$ cat config.mk
export PLATFORM = sky130hd
export DESIGN_NAME = wb4_to_pi1
export DESIGN_NICKNAME = d
export VERILOG_FILES = /design/src/rtl/wb4_to_pi1.sv
export SDC_FILE = /design/constraint.sdc
export NUM_CORES = 1
export LEC_CHECK = 0
export CAP_MARGIN = 20
export CORE_UTILIZATION = 42
export DETAILED_ROUTE_END_ITERATION = 10
export PLACE_DENSITY = 0.84
export SLEW_MARGIN = 20
export SYNTH_ARGS = -nofsm -noshare
export SYNTH_HDL_FRONTEND = slang
export SYNTH_SLANG_ARGS = --single-unit
$ cat constraint.sdc
create_clock -name wb4_clk_i -period 2.4 [get_ports wb4_clk_i]
set_input_delay 0.36 -clock wb4_clk_i [delete_from_list [all_inputs] [get_ports wb4_clk_i]]
set_output_delay 0.36 -clock wb4_clk_i [all_outputs]
set_load 0.01 [all_outputs]
$ cat src/rtl/wb4_to_pi1.sv
// wb4_to_pi1: pipelined Wishbone B4 slave to PerInt (PI1) master bridge.
//
// Wishbone requests are queued in a small in-order FIFO. The FIFO head is
// presented on the PI1 port as an op. Each accepted op is completed on the
// next PI1 ready cycle with a single registered wb4_ack_o.
//
// Parameters:
//   ARCHBITSZ      data width (16/32/64/128/256)
//   FIFODEPTHLOG2  request FIFO depth is 2**FIFODEPTHLOG2 (1..4)
//
// Ports:
//   wb4_clk_i, wb4_rst_ni        clock, asynchronous active-low reset
//   wb4_cyc_i/stb_i/we_i         WB4 cycle, strobe, write enable
//   wb4_addr_i/data_i/sel_i      WB4 byte address, write data, byte selects
//   wb4_tga_i                    atomic-swap tag (only with WB4_TO_PI1_RWOP_EN)
//   wb4_stall_o/ack_o/data_o     WB4 stall, acknowledge, read data
//   pi1_op_o/addr_o/data_o/sel_o PI1 op, word address, write data, selects
//   pi1_data_i, pi1_rdy_i        PI1 read data, ready
//
// Optional feature macro: WB4_TO_PI1_RWOP_EN. When it is defined, a write
// tagged with wb4_tga_i=1 is issued as RW (atomic swap) and its ack returns
// the old memory word.
module wb4_to_pi1 #(
  parameter int ARCHBITSZ     = 16,
  parameter int FIFODEPTHLOG2 = 1
) (
  input  logic                                        wb4_clk_i,
  input  logic                                        wb4_rst_ni,
  input  logic                                        wb4_cyc_i,
  input  logic                                        wb4_stb_i,
  input  logic                                        wb4_we_i,
  input  logic [ARCHBITSZ-1:0]                        wb4_addr_i,
  input  logic [ARCHBITSZ-1:0]                        wb4_data_i,
  input  logic [ARCHBITSZ/8-1:0]                      wb4_sel_i,
`ifdef WB4_TO_PI1_RWOP_EN
  input  logic                                        wb4_tga_i,
`endif
  output logic                                        wb4_stall_o,
  output logic                                        wb4_ack_o,
  output logic [ARCHBITSZ-1:0]                        wb4_data_o,
  output logic [1:0]                                  pi1_op_o,
  output logic [ARCHBITSZ-$clog2(ARCHBITSZ/8)-1:0]    pi1_addr_o,
  output logic [ARCHBITSZ-1:0]                        pi1_data_o,
  input  logic [ARCHBITSZ-1:0]                        pi1_data_i,
  output logic [ARCHBITSZ/8-1:0]                      pi1_sel_o,
  input  logic                                        pi1_rdy_i
);

  localparam int SELW  = ARCHBITSZ / 8;
  localparam int LSB   = $clog2(SELW);
  localparam int AW    = ARCHBITSZ - LSB;
  localparam int PW    = FIFODEPTHLOG2;
  localparam int DEPTH = 2 ** FIFODEPTHLOG2;
  localparam logic [PW:0]   FULL_CNT = (PW+1)'(DEPTH);
  localparam logic [PW:0]   CNT_ONE  = (PW+1)'(1);
  localparam logic [PW-1:0] PTR_ONE  = PW'(1);

  typedef enum logic [1:0] {
    OP_NOOP = 2'b00,
    OP_WR   = 2'b01,
    OP_RD   = 2'b10,
    OP_RW   = 2'b11
  } pi1_op_e;

  // FIFO storage (no reset needed: only entries below count are ever read)
  logic            fifo_we   [DEPTH];
  logic            fifo_tga  [DEPTH];
  logic [AW-1:0]   fifo_addr [DEPTH];
  logic [ARCHBITSZ-1:0] fifo_data [DEPTH];
  logic [SELW-1:0] fifo_sel  [DEPTH];

  logic [PW-1:0] wr_ptr_reg, wr_ptr_next;
  logic [PW-1:0] rd_ptr_reg, rd_ptr_next;
  logic [PW:0]   count_reg, count_next;
  logic          started_reg;
  logic          pending_reg, pending_next;
  logic          discard_reg, discard_next;
  logic          pend_rd_reg, pend_rd_next;
  logic          ack_reg, ack_next;
  logic [ARCHBITSZ-1:0] rdata_reg, rdata_next;

  logic full, empty, push, accept;
  logic head_we, head_tga, head_rd;
  logic cur_tga;

  // The dropped byte-offset address bits are carried by the selects.
  logic unused_addr_bits;
  assign unused_addr_bits = &{1'b0, wb4_addr_i[LSB-1:0]};

`ifdef WB4_TO_PI1_RWOP_EN
  assign cur_tga = wb4_tga_i;
`else
  assign cur_tga = 1'b0;
`endif

  assign full  = (count_reg == FULL_CNT);
  assign empty = (count_reg == '0);
  // Stall is held through reset and for the cycle until the first edge.
  assign wb4_stall_o = !started_reg || full;
  assign push   = wb4_cyc_i && wb4_stb_i && !wb4_stall_o;
  assign accept = pi1_rdy_i && !empty;

  assign head_we  = fifo_we[rd_ptr_reg];
  assign head_tga = fifo_tga[rd_ptr_reg];
  // Reads and swaps return the memory word; plain writes return zero.
  assign head_rd  = !head_we || head_tga;

  always_comb begin
    pi1_op_o   = OP_NOOP;
    pi1_addr_o = '0;
    pi1_data_o = '0;
    pi1_sel_o  = '0;
    if (!empty) begin
      if (head_we && head_tga) pi1_op_o = OP_RW;
      else if (head_we)        pi1_op_o = OP_WR;
      else                     pi1_op_o = OP_RD;
      pi1_addr_o = fifo_addr[rd_ptr_reg];
      pi1_data_o = fifo_data[rd_ptr_reg];
      pi1_sel_o  = fifo_sel[rd_ptr_reg];
    end
  end

  always_comb begin
    wr_ptr_next  = wr_ptr_reg;
    rd_ptr_next  = rd_ptr_reg;
    count_next   = count_reg;
    pending_next = pending_reg;
    discard_next = discard_reg;
    pend_rd_next = pend_rd_reg;
    ack_next     = 1'b0;
    rdata_next   = '0;

    if (!wb4_cyc_i) begin
      // Abort: drop everything not yet issued.
      wr_ptr_next = '0;
      rd_ptr_next = '0;
      count_next  = '0;
    end else begin
      if (push)   wr_ptr_next = wr_ptr_reg + PTR_ONE;
      if (accept) rd_ptr_next = rd_ptr_reg + PTR_ONE;
      case ({push, accept})
        2'b10:   count_next = count_reg + CNT_ONE;
        2'b01:   count_next = count_reg - CNT_ONE;
        default: count_next = count_reg;
      endcase
    end

    if (pi1_rdy_i) begin
      // Result of the previously accepted op is sampled now. An abort on
      // this same edge also suppresses its ack.
      ack_next = pending_reg && !discard_reg && wb4_cyc_i;
      if (ack_next && pend_rd_reg) rdata_next = pi1_data_i;
      pending_next = accept;
      discard_next = !wb4_cyc_i;
      pend_rd_next = head_rd;
    end else if (!wb4_cyc_i) begin
      // In-flight op still completes on PI1 but must not be acked.
      discard_next = 1'b1;
    end
  end

  always_ff @(posedge wb4_clk_i or negedge wb4_rst_ni) begin
    if (!wb4_rst_ni) begin
      wr_ptr_reg  <= '0;
      rd_ptr_reg  <= '0;
      count_reg   <= '0;
      started_reg <= 1'b0;
      pending_reg <= 1'b0;
      discard_reg <= 1'b0;
      pend_rd_reg <= 1'b0;
      ack_reg     <= 1'b0;
      rdata_reg   <= '0;
    end else begin
      wr_ptr_reg  <= wr_ptr_next;
      rd_ptr_reg  <= rd_ptr_next;
      count_reg   <= count_next;
      started_reg <= 1'b1;
      pending_reg <= pending_next;
      discard_reg <= discard_next;
      pend_rd_reg <= pend_rd_next;
      ack_reg     <= ack_next;
      rdata_reg   <= rdata_next;
    end
  end

  always_ff @(posedge wb4_clk_i) begin
    if (push) begin
      fifo_we[wr_ptr_reg]   <= wb4_we_i;
      fifo_tga[wr_ptr_reg]  <= cur_tga;
      fifo_addr[wr_ptr_reg] <= wb4_addr_i[ARCHBITSZ-1:LSB];
      fifo_data[wr_ptr_reg] <= wb4_data_i;
      fifo_sel[wr_ptr_reg]  <= wb4_sel_i;
    end
  end

  assign wb4_ack_o  = ack_reg;
  assign wb4_data_o = rdata_reg;

endmodule
## After elaboration in Yosys (flattened, before gate mapping)

Memory sizes are Yosys's and may differ from the RTL's.
Index checks and enable logic that the tools add are counted.

- Flip-flop bits (word level): 25
- RAM bits: 68
- Bits of input ports: 56
- Output and inout port bits: 53
- Word-level logic and storage cells: 59
- Memories kept: 4

Memories:

| name | depth | width | rd ports | clocked after Yosys merged registers in | wr ports | RTL line | RTL |
|---|---|---|---|---|---|---|---|
| fifo_data | 2 | 16 | 1 | 0 | 1 | 69 | `logic [ARCHBITSZ-1:0] fifo_data [DEPTH];` |
| fifo_addr | 2 | 15 | 1 | 0 | 1 | 68 | `logic [AW-1:0] fifo_addr [DEPTH];` |
| fifo_sel | 2 | 2 | 1 | 0 | 1 | 70 | `logic [SELW-1:0] fifo_sel [DEPTH];` |
| fifo_we | 2 | 1 | 1 | 0 | 1 | 66 | `logic fifo_we [DEPTH];` |

- Add/sub/neg operators: 4
- Eq/ne operators: 7
- Multiplexer cells: 19
- Reduce and logical (&&, ||, !) cells: 16

Operators by type and width:

| kind | count |
|---|---|
| $mux 16 | 3 |
| $mux 15 | 1 |
| $mux 2 | 5 |
| $mux 1 | 9 |
| $logic_and 1x1->1 | 6 |
| $logic_not 1->1 | 6 |
| $ne 2x1->1 const B | 3 |
| $eq 2x2->1 const B | 2 |
| $pmux 2 s2 | 1 |
| $ne 3x1->1 const B | 1 |
| $add 1x1->1 const B | 2 |
| $add 2x1->2 const B | 1 |
| $eq 2x1->1 const B | 1 |
| $logic_not 2->1 | 1 |
| $sub 2x1->2 const B | 1 |
| $logic_and 1x1->1 const B | 1 |
| $logic_or 1x1->1 | 1 |
| $logic_or 1x1->1 const B | 1 |

## Logic depth before layout (Yosys ltp)

Gate-level depths: netlist of the first run.

- Depth in word-level cells: 7
- Mapped depth: 5
- Mapped depth without buffers: 3

## Least setup slack after synthesis of the first run

OpenSTA, ideal clock, no wires.

- Path kind: flip-flop to flip-flop
- Start point: register count_reg[0]
- End point: memory fifo_addr[0][0] in the netlist's numbering, enable pin
- Setup time: 0.425 ns
- Arrival: 2.135 ns
- Data required time: 1.975 ns
- Path slack: -0.160 ns
- Stages on the path, launching flop included: 4
- Path buffers: 0
- Clock period less this slack: 2.560 ns
- Cells stage by stage: dfrtp_1 nand2b_1 nand4_1 nor2_1

- Word-level cells in the longest chain between the ends: 6

Ends and longest elaborated chain:

| element | RTL line | RTL |
|---|---|---|
| start: declaration | 74 | `logic [PW:0] count_reg, count_next;` |
| start signal: assignment | 176 | `count_reg <= count_next;` |
| $eq 2x2->1 | 96 | `assign full = (count_reg == FULL_CNT);` |
| $logic_or 1x1->1 | 99 | `assign wb4_stall_o = !started_reg \|\| full;` |
| $logic_not 1->1 | 100 | `assign push = wb4_cyc_i && wb4_stb_i && !wb4_stall_o;` |
| $logic_and 1x1->1 | 100 |  |
| $mux 1 | 187 | `if (push) begin` |
| $mux 1 (not written as such) | 190 | `fifo_addr[wr_ptr_reg] <= wb4_addr_i[ARCHBITSZ-1:LSB];` |
| end: declaration | 68 |  |

No other way between the ends.

## Worst setup path in the final report of the first run

- Start point: register rd_ptr_reg
- End point: output pi1_data_o[10]

- Word-level cells in the longest chain between the ends: 2

Ends and longest elaborated chain:

| element | RTL line | RTL |
|---|---|---|
| start: declaration | 73 | `logic [PW-1:0] rd_ptr_reg, rd_ptr_next;` |
| start signal: assignment | 175 | `rd_ptr_reg <= rd_ptr_next;` |
| $mem_v2 2x16 | - |  |
| $mux 16 | 113 | `if (!empty) begin` |
| end: declaration | 43 | `output logic [ARCHBITSZ-1:0] pi1_data_o,` |

No other way between the ends.

==> results.json, run 1 <==
{
  "status": "completed",
  "leakagePower_nw": 1.790,
  "diodes": 0,
  "postSynthAreaPerCell_um2": 15.79,
  "largest_reg_flops": 32,
  "synthesis.nets": 279,
  "ys_types": 29,
  "die_width_um": 93.56,
  "rows": 33,
  "start_util_pct": 43.07,
  "portBuffers": 107,
  "r2r-start": "count_reg[0]",
  "cts.path.max_buffers": 2,
  "final_cells": 449,
  "fill_cells": 652,
  "skew_ps": 9.373,
  "antenna_found_initial": 0,
  "r2r_slack_ps": 740,
  "yosysTopAreaCell": "edfxtp_1",
  "dieArea_mm2": 0.008753,
  "final_common_cell": "clkdlybuf4s50_1",
  "grt_pass1_wl_um": 10290,
  "fp.dieH_um": 93.56,
  "synth-seq-cells": 93,
  "worstSetupPathType": "reg2out",
  "grt_overflow": 0,
  "endpoint_kind": "output port",
  "cts_resized": 0,
  "cts-buffers-inserted": 9,
  "cp_data_required_time_ps": 2040,
  "grt_pass1_vias": 2174,
  "clock-sinks": 93,
  "setup_viol_count_final": 0,
  "clk_pin_slew_worst_paths_ps": 80,
  "path_max_fanout": 18,
  "wl_um": 6550,
  "place.gp.congestion": 0.7933,
  "final_area_mm2": 0.004922,
  "grtUsageTotal_pct": 15.89,
  "grt_max_degree": 35,
  "area_growth_pct": 39.80,
  "cp.arrival_ps": 1850,
  "syn_inst": 223,
  "vias": 2155,
  "min-delay-path-class": "in2async",
  "nets": 395,
  "antenna_left": 0,
  "drt_iter0_markers": 69,
  "synth.top_cells.by_area": "edfxtp_1 58%, dfrtp_1 18%, mux2i_1 9.7%",
  "first_pass_iters": 4,
  "ys_warn_count": 0,
  "cts.hold.buffers_added": 0,
  "wire_per_inst_um": 14.59,
  "drc": 0,
  "hpwl_um": 4469,
  "synth_top_cell_area_share_pct": 58.00,
  "cap_violations": 0,
  "start_kind": "register",
  "dp_cells": 433,
  "final_cell_mix": "107 x clkdlybuf4s50_1, 68 x edfxtp_1, 35 x nor2_1",
  "cts_tree": "done",
  "slew_headroom_pct": 66.60,
  "rsz0062_at_grt": "no",
  "place_area_mm2": 0.004756,
  "netlist_area_mm2": 0.003521,
  "r2r_cells": 4,
  "clkLatencyLatePin_ps": 340,
  "ir_worst_vdd_mv": 0.3153,
  "worst_pin_slew_ps": 499.4,
  "drive_above_1_share_pct": 10.47,
  "powerDensity_mw_per_mm2": 605.6,
  "core_mm2": 0.008175,
  "cts-root-buf": "clkbuf_8",
  "fin_crit_sh_pct": 91.97,
  "ys_seq_area_share_pct": 75.76,
  "report.final.hold_viol_count": 0,
  "regMostFlops": "fifo_data",
  "via_per_inst": 4.800,
  "cts_setup_buffers": 0,
  "fin_crit_ps": 2207,
  "timing.fmax_mhz": 453.0,
  "finalMaxSlewViolations": 0,
  "htree_levels": 3,
  "r2r-end": "fifo_addr[0][7]",
  "pin_count": 109
}
worst max-delay path by stage:
stage / from / to / slack [ps] / cells after the start
2_1_floorplan: count_reg[0] / fifo_addr[0][0] / -160 / 3
3_3_place_gp: rd_ptr_reg / pi1_data_o[10] / 550 / 4
3_5_place_dp: wb4_stb_i / fifo_data[1][3] / 510 / 4
4_1_cts: rd_ptr_reg / pi1_data_o[10] / 170 / 4
5_1_grt: rd_ptr_reg / pi1_data_o[10] / 90 / 4
6_report: rd_ptr_reg / pi1_data_o[10] / 190 / 4
cells in the mapped netlist:
library cell,count
nor3_4,1
edfxtp_1,68
buf_2,4
nand2_1,4
and2_1,1
and3_2,7
nor2_2,1
xor2_1,1
nand4_1,1
nand3b_1,1
mux2_2,1
conb_1,1
nand2b_1,1
nand2_2,1
and3_1,9
o21ai_0,6
nor2_1,37
mux2i_1,34
nand4b_1,1
nor4bb_1,1
nand3_1,2
dfrtp_1,25
clkbuf_1,1
a21oi_1,2
buf_6,2
buf_4,3
a31oi_1,1
nor2b_1,2
inv_1,4
worst max-delay path, cell delays in order, from the launching register on:
cell and delay (ps):
dfrtp_2 380, buf_4 320, mux2i_1 130, nor2_1 130, clkdlybuf4s50_1 550
metrics by stage:
stage               hold WS (ps)  TNS, ps  util, %  power [W]  setup slack [ps]
floorplan                  64.41   -10890        -   0.001943            -160.1
global placement           525.3        0    58.17   0.002135             552.5
detailed placement         530.6        0    58.17   0.002146             513.8
CTS                        370.3        0    60.21   0.003013             173.8
global route               398.1        0    60.21   0.003108             88.70
finish                     371.3        0    60.21   0.002981             192.6
logic make-up (layout without fill, tap and decap cells):
family | count (synthesis) | count (layout) | share of synthesized area (%)
buffers and inverters | 14 | 135 | 2.381
other | 1 | 1 | 0.1065
muxes | 35 | 35 | 9.986
and+or+nand+nor | 70 | 70 | 10.20
AOI/OAI and AO/OA | 9 | 9 | 1.315
DFF | 93 | 93 | 75.76
xor gates and xnor gates | 1 | 1 | 0.2488
area by class of cell:
type                    count  area (um2)  share of cell area [%]
flip-flops and latches     93        2669                   54.22
repair buffers            115        1156                   23.49
multi-input cells         116       784.5                   15.94
well taps                 105       131.4                   2.669
clock buffers               9       123.9                   2.517
clock inverters             7       42.54                  0.8643
inverters                   4       15.01                  0.3050
layer usage:
metal,global-route usage [%],routed length [um]
met1,18.61,2770
met2,27.88,3415
met4,6.538,97
met5,0,0
met3,3.902,266
power breakdown:
group          internal, W  switching, W  leakage, nW  total, W
logic             0.000186      0.000139        0.751  0.000325
registers          0.00176     0.0000195        0.955   0.00178
clock network     0.000369      0.000504       0.0840  0.000873
total              0.00232      0.000663         1.79   0.00298
Power figures use the tool's default switching activity.
==> run 2, diff against run 1 <==
- ABC_CLOCK_PERIOD_IN_PS: default -> 2400
- HOLD_SLACK_MARGIN: default -> 0.02
==> results of run 2 <==
Final layout, timing and power as in run 1 (identical DEF).
==> run 3, diff against run 2 <==
- CORE_MARGIN: default -> 2
==> results.json, run 3 (same netlist as run 1, synthesis figures left out) <==
{
  "status": "completed",
  "slew_headroom_pct": 66.27,
  "endpoint_kind": "output port",
  "cts-buffers-inserted": 9,
  "pin_count": 109,
  "antenna_found_initial": 0,
  "grtUsageTotal_pct": 15.06,
  "cts.path.max_buffers": 2,
  "place.gp.congestion": 0.7317,
  "start_util_pct": 43.07,
  "clk_pin_slew_worst_paths_ps": 90,
  "hpwl_um": 4663,
  "core_mm2": 0.008175,
  "path_cells": "buf_4, mux2i_1, nor2_1, clkdlybuf4s50_1",
  "crit_slowest_cell": "clkdlybuf4s50_1",
  "fin_crit_sh_pct": 93.66,
  "cap_violations": 0,
  "ir_worst_vdd_mv": 0.3940,
  "skew_ps": 16.12,
  "largest_reg_flops": 32,
  "seqPwrFrac_pct": 56.0,
  "final_cell_mix": "107 x clkdlybuf4s50_1, 68 x edfxtp_1, 35 x nor2_1",
  "path_max_fanout": 21,
  "cp-startpoint": "rd_ptr_reg",
  "swShare_pct": 22.84,
  "critical_path.endpoint": "pi1_addr_o[6]",
  "rsz0062_at_grt": "no",
  "pre_cts_slack_ps": 421.1,
  "finalMaxSlewViolations": 0,
  "cts.hold.buffers_added": 0,
  "nets": 394,
  "via_per_inst": 4.888,
  "cts_setup_buffers": 0,
  "min-delay-path-class": "in2async",
  "cts_resized": 0,
  "timing.fmax_mhz": 444.9,
  "start_kind": "register",
  "r2r-start": "count_reg[0]",
  "final_common_cell": "clkdlybuf4s50_1",
  "antenna_left": 0,
  "fp.dieH_um": 95.56,
  "whs_ps": 389.2,
  "wl_um": 6696,
  "vias": 2190,
  "portBuffers": 107,
  "cts-root-buf": "clkbuf_8",
  "p_sw_w": 0.0007267,
  "p_comb_share_pct": 10.2,
  "dr_wl_met2_um": 3624,
  "worst_pin_slew_ps": 504.4,
  "drive_above_1_share_pct": 10.79,
  "wl_met1_um": 2615,
  "p_int_w": 0.002454,
  "cp_data_required_time_ps": 2040,
  "place_area_mm2": 0.004748,
  "wire_per_inst_um": 14.95,
  "clkLatencyLatePin_ps": 360,
  "report.final.hold_viol_count": 0,
  "top_layer": "met4",
  "final_area_mm2": 0.004960,
  "cts_tree": "done",
  "area_growth_pct": 40.87,
  "final_cells": 448,
  "dieArea_mm2": 0.009132,
  "leakagePower_nw": 1.810,
  "r2r_cells": 4,
  "drt_iter0_markers": 89,
  "first_pass_iters": 4,
  "timing.final.ws_setup_ps": 152.2,
  "diodes": 0,
  "cp.arrival_ps": 1890,
  "wl_met3_um": 325,
  "critPathMaxStageDelay_ps": 550,
  "r2r-end": "fifo_addr[1][6]",
  "grt_pass1_vias": 2154,
  "fin_crit_ps": 2248,
  "drc": 0,
  "clock-sinks": 93,
  "setup_viol_count_final": 0,
  "rows": 33,
  "htree_levels": 3,
  "powerDensity_mw_per_mm2": 641.4,
  "worstSetupPathType": "reg2out",
  "grt_overflow": 0,
  "dp_cells": 432,
  "clkPwrFrac_pct": 33.8,
  "r2r_slack_ps": 740,
  "grt_pass1_wl_um": 10230,
  "die_width_um": 95.56,
  "tns_ps": 0,
  "grt_max_degree": 35,
  "regMostFlops": "fifo_data"
}
run 3: worst min path at each step:
stage	depth (start not counted)	from	to	slack [ps]
floorplan	0	wb4_rst_ni	count_reg[0]	60
global placement	1	discard_reg	wb4_ack_o	530
detailed placement	1	discard_reg	wb4_ack_o	540
CTS	2	wb4_rst_ni	wb4_data_o[9]	380
global route	2	wb4_rst_ni	wb4_data_o[1]	410
finish	2	wb4_rst_ni	wb4_data_o[13]	390
run 3: layout make-up:
| cell class | count | area [um2] |
|---|---|---|
| Multi-Input combinational cell | 116 | 784.5 |
| Inverter | 4 | 15.01 |
| Timing Repair Buffer | 114 | 1149 |
| Fill cell | 640 | 3216 |
| Clock buffer | 9 | 123.9 |
| Tap cell | 105 | 131.4 |
| Clock inverter | 7 | 87.58 |
| Sequential cell | 93 | 2669 |
run 3: routing by layer:
| metal | GRT usage, % | vias to the layer above |
|---|---|---|
| met5 | 0 | - |
| met4 | 6.190 | 0 |
| met3 | 3.083 | 12 |
| met2 | 26.57 | 76 |
| met1 | 17.92 | 1072 |
| li1 | - | 1030 |
run 3: per-stage QoR:
| stage | power, W | util [%] |
|---|---|---|
| floorplan | 0.001943 | - |
| global placement | 0.002133 | 58.08 |
| detailed placement | 0.002146 | 58.08 |
| CTS | 0.003215 | 60.67 |
| global route | 0.003301 | 60.67 |
| finish | 0.003181 | 60.67 |
run 3: critical path: cells and delay by family, from the launching register on:
family        cells  cell delay (ps)
flops             1              380
simple gates      1              140
mux               1              130
buf+inv           2              890
run 3: power groups by stage:
stage | clock [W] | sequential, W | combinational [W]
6_report | 0.00108 | 0.00178 | 0.000324
5_1_grt | 0.00116 | 0.00179 | 0.000351
4_1_cts | 0.00110 | 0.00178 | 0.000330
3_5_place_dp | 0 | 0.00182 | 0.000328
3_3_place_gp | 0 | 0.00182 | 0.000318
2_1_floorplan | 0 | 0.00181 | 0.000131
